**src/rtl/pwm_pkg.sv**
```systemverilog
// Shared types and constants for the center-aligned PWM block.
// Carrier direction encoding and default counter width.
package pwm_pkg;

   localparam int PWM_WIDTH_DEFAULT = 4;

   typedef enum logic {
      DIR_UP   = 1'b0,
      DIR_DOWN = 1'b1
   } dir_e;

endpackage : pwm_pkg

```
**src/rtl/pwm_tri_counter.sv**
```systemverilog
// Triangle carrier: WIDTH-bit up/down counter, 0..MAX..1, period 2*MAX clocks.
// Turn points never repeat a value; period_start flags every valley (cnt == 0).
module pwm_tri_counter
   import pwm_pkg::*;
#(
   parameter int WIDTH = PWM_WIDTH_DEFAULT
) (
   input  logic             clk,
   input  logic             rst_n,
   output logic [WIDTH-1:0] cnt,
   output dir_e             dir,
   output logic             period_start
);

   localparam logic [WIDTH-1:0] CNT_MAX = '1;
   localparam logic [WIDTH-1:0] CNT_ONE = {{(WIDTH-1){1'b0}}, 1'b1};

   // NOTE: non-blocking assignments, so every register samples pre-edge values.
   always_ff @(posedge clk or negedge rst_n) begin
      if (!rst_n) begin
         cnt <= '0;
         dir <= DIR_UP;
      end else begin
         unique case (dir)
            DIR_UP: begin
               if (cnt == CNT_MAX) begin
                  dir <= DIR_DOWN;
                  cnt <= CNT_MAX - CNT_ONE;
               end else begin
                  cnt <= cnt + CNT_ONE;
               end
            end
            DIR_DOWN: begin
               if (cnt == '0) begin
                  dir <= DIR_UP;
                  cnt <= CNT_ONE;
               end else begin
                  cnt <= cnt - CNT_ONE;
               end
            end
            default: begin
               dir <= DIR_UP;
               cnt <= '0;
            end
         endcase
      end
   end

   // The first edge after reset (cnt == 0, UP) is also a period start.
   assign period_start = (cnt == '0);

endmodule : pwm_tri_counter

```
**src/rtl/pwm_up_down.sv**
```systemverilog
// Center-aligned PWM: registered compare of the triangle carrier against a
// duty code latched at each valley. Optional input synchronizer: PWM_IN_SYNC_EN.
module pwm_up_down
   import pwm_pkg::*;
#(
   parameter int WIDTH = PWM_WIDTH_DEFAULT
) (
   input  logic             clk,
   input  logic             rst_n,
   input  logic [WIDTH-1:0] PWM_in,
   output logic             PWM_out
);

   localparam logic [WIDTH-1:0] CNT_MAX = '1;

   logic [WIDTH-1:0] cnt;
   dir_e             dir;
   logic             period_start;
   logic [WIDTH-1:0] duty_in;
   logic [WIDTH-1:0] duty_q;
   logic [WIDTH-1:0] duty_eff;

   pwm_tri_counter #(
      .WIDTH(WIDTH)
   ) u_carrier (
      .clk         (clk),
      .rst_n       (rst_n),
      .cnt         (cnt),
      .dir         (dir),
      .period_start(period_start)
   );

`ifdef PWM_IN_SYNC_EN
   logic [WIDTH-1:0] sync_q1;
   logic [WIDTH-1:0] sync_q2;

   always_ff @(posedge clk or negedge rst_n) begin
      if (!rst_n) begin
         sync_q1 <= '0;
         sync_q2 <= '0;
      end else begin
         sync_q1 <= PWM_in;
         sync_q2 <= sync_q1;
      end
   end

   assign duty_in = sync_q2;
`else
   assign duty_in = PWM_in;
`endif

   // At the valley the freshly latched code already governs this edge's compare.
   assign duty_eff = period_start ? duty_in : duty_q;

   always_ff @(posedge clk or negedge rst_n) begin
      if (!rst_n) begin
         duty_q  <= '0;
         PWM_out <= 1'b0;
      end else begin
         if (period_start) begin
            duty_q <= duty_in;
         end
         PWM_out <= (cnt < duty_eff);
      end
   end

   a_turn_at_peak : assert property (
      @(posedge clk) disable iff (!rst_n)
      (dir == DIR_UP && cnt == CNT_MAX) |=> (dir == DIR_DOWN)
   );

endmodule : pwm_up_down

```
**config.mk**
```make
export PLATFORM = sky130hd
export DESIGN_NAME = pwm_up_down
export DESIGN_NICKNAME = d
export VERILOG_FILES = /design/src/rtl/pwm_pkg.sv /design/src/rtl/pwm_tri_counter.sv /design/src/rtl/pwm_up_down.sv
export SDC_FILE = /design/constraint.sdc
export NUM_CORES = 1
export LEC_CHECK = 0
export CORE_AREA = 2 2 39 41
export CTS_CLUSTER_SIZE = 16
export DETAILED_ROUTE_END_ITERATION = 8
export DIE_AREA = 0 0 41 43
export HOLD_SLACK_MARGIN = 0.05
export PLACE_DENSITY = 0.71
export SLEW_MARGIN = 20
export SYNTH_ARGS = -nofsm -noshare
export SYNTH_HDL_FRONTEND = slang
export SYNTH_SLANG_ARGS = --single-unit
```
**constraint.sdc**
```tcl
create_clock -name clk -period 3.7 [get_ports clk]
set_clock_uncertainty 0.1 [all_clocks]
set_input_delay 0.74 -clock clk [delete_from_list [all_inputs] [get_ports clk]]
set_output_delay 0.74 -clock clk [all_outputs]
set_load 0.01 [all_outputs]
```
==> metrics <==
Peak VDD IR 0.000146 V; number of flops mapped to enable cells by yosys 0; minimum clock period 2410 ps; detail-routed via count per cell 5.23; Die Ht 43 um; register share of total power 0.570; H-tree levels 1; Cell Area, Synth between 500 and 600 um^2; fin util 0.488; Post-CTS Resized 0; post-CTS setup buffers 0; critical path class register to register; Cells after DPL 74; top post-synthesis cells by area dfrtp_1 (43%), ha_1 (11%), mux2i_1 (5.1%), inv_1 (4.5%), mux2_2 (3.9%); internal power 0.000160 W; worst setup path endpoint PWM_out; global-route wire length before repair 1.70 mm; sequential-to-total area share from yosys stat 0.428; count of input and output buffers 6; CP Launch Point u_carrier.cnt[0]; capture point of the worst reg-to-reg path PWM_out; Starting Density 0.422; initial antenna violation count 0; ys flop type dfrtp_1; largest net degree at the start of global routing 12; remaining antenna violation count 0; clock buffer depth 2; DR WL/cell between 10 and 15 um; Max-cap violations 0; Async S/R FF share, synth 1.00; grt ovf 0; commonest non-fill, non-tap cells in the layout dfrtp_1 (10), inv_1 (7), clkdlybuf4s50_1 (6); HPWL Detailed 795 um; Yosys reg bits 10; Critical Path AT 2500 ps; Required @ worst endpoint 3790 ps; Worst Path Max Fanout 7; hold buffers post-CTS 0; RSZ-0062 raised after global routing no; Final Hold Viols 0; Worst-Margin Slew 434 ps; Fin Hold WS between 300 and 400 ps; CTS tree yes; Synth Instances 53; Mean Syn Cell Area around 11 um^2; critical path capture point type register; pwr/cell area about 290 mW/mm^2; Comb pwr share 0.084; core footprint 0.00138 mm^2; Die X 41 um; status finished, final reports clean; # diodes 0; post-synth top area share 0.428; switch share 0.196; full die area 0.00176 mm^2; Net Sw Power between 0.00003 and 0.00004 W; clk_lat worst skew approximately 260 ps; leakage power 0.315 nW; overall routing resource usage 0.150; Setup TNS 0 ps; CTS root buf clkbuf_4; Tcrit/Tclk final 0.650; Max Slew Vio Count 0; # DRC 0; Yosys warning count 0; synth unique cells 26; FMAX 416 MHz; crit start category register; final wirelength slightly above 1 mm; hold crit path type register to register; Layout area overhead 15.6%; vias in the first global route 393; Clock Pin Slew Worst Setup and Hold Paths 50 ps; # IOs 7; Clock Sinks 10; syn_nets between 60 and 70; non-filler instance count after layout just under 80; Num CTS Buffers 3; Hold Path Stages 2; TritonRoute pass-1 iters 2; clock group share of total power 0.346; cell taking the most area after synthesis dfrtp_1; relative slew slack 0.710; FF-to-FF Start u_carrier.cnt[0]; most common cell after layout, fill and taps aside dfrtp_1; nets 74; # setup viols final 0; share of post-route cells with drive strength above 1 0.148; worst r2r path cells 8; RePlAce Congestion about 0.78; DRT iter0 DRCs 2; vias around 400; row count 14; reg2reg setup slack 1290 ps
## layer usage
metal | GRT usage | vias to the layer above | share of wire
li1 | - | 209 | -
met1 | 0.171 | 186 | 0.43
met2 | 0.238 | 6 | 0.52
met3 | 0.0628 | 2 | 0.031
met4 | 0.0600 | 0 | 0.0078
met5 | 0 | - | 0
## area by class of cell
class / instances / area [um^2]
tap: 16 / 20.0
multi-input combinational: 35 / 297
inverter: 7 / 26.3
clock buffer: 3 / 22.5
sequential: 10 / 250
fill: 136 / 708
timing repair buffer: 6 / 60.1
## worst min path at each step
stage                     slack (ps)         to      start
after floorplan                  340    PWM_out      rst_n
after global placement           370  duty_q[3]  duty_q[3]
after detailed placement         380  duty_q[2]  duty_q[2]
after CTS                        400  duty_q[2]  duty_q[2]
after global routing             430  duty_q[0]  duty_q[0]
final                            390  duty_q[2]  duty_q[2]
## power groups by stage
stage	combinational (W)	sequential, W	clock (W)
6_report	0.0000167	0.000113	0.0000687
5_1_grt	0.0000188	0.000114	0.0000801
4_1_cts	0.0000172	0.000113	0.0000735
2_1_floorplan	0.00000597	0.000116	0
3_3_place_gp	0.0000165	0.000115	0
3_5_place_dp	0.0000171	0.000115	0
## kinds of logic (layout without fill, tap and decap cells)
family	after synthesis	in the layout	synth area share
DFF	10	10	0.428
muxes	5	5	0.0899
adders and majority gates	5	5	0.107
and+or+nand+nor	11	11	0.146
buffers and inverters	8	16	0.0642
AOI/OAI and AO/OA	14	14	0.165
## cell usage after synthesis (2+ instances only)
master / number
nand2_1: 2
nor2_1: 2
mux2i_1: 3
dfrtp_1: 10
ha_1: 5
o21ai_0: 2
mux2_2: 2
a21oi_1: 3
inv_1: 7
## sequential cells by signal, summed over array words and instances, names as in the netlist
signal         flops
u_carrier.cnt      4
duty_q             4
u_carrier.dir      1
PWM_out            1
## per-stage QoR
stage               cell area, um^2  setup slack, ps  power (W)
finish                          676             1290   0.000199
global route                    676             1150   0.000212
CTS                             676             1280   0.000204
detailed placement              653             1290   0.000132
global placement                653             1320   0.000132
floorplan                       584             1580   0.000122
## critical path: stages (launching register included)
cell and delay [ps]:
dfrtp_1 450, inv_1 90, ha_1 230, nor3b_4 370
mux2i_1 300, ha_1 280, a21oi_1 170, nor3b_1 200
a21bo_2 150
(Power assumes the default switching activity.)
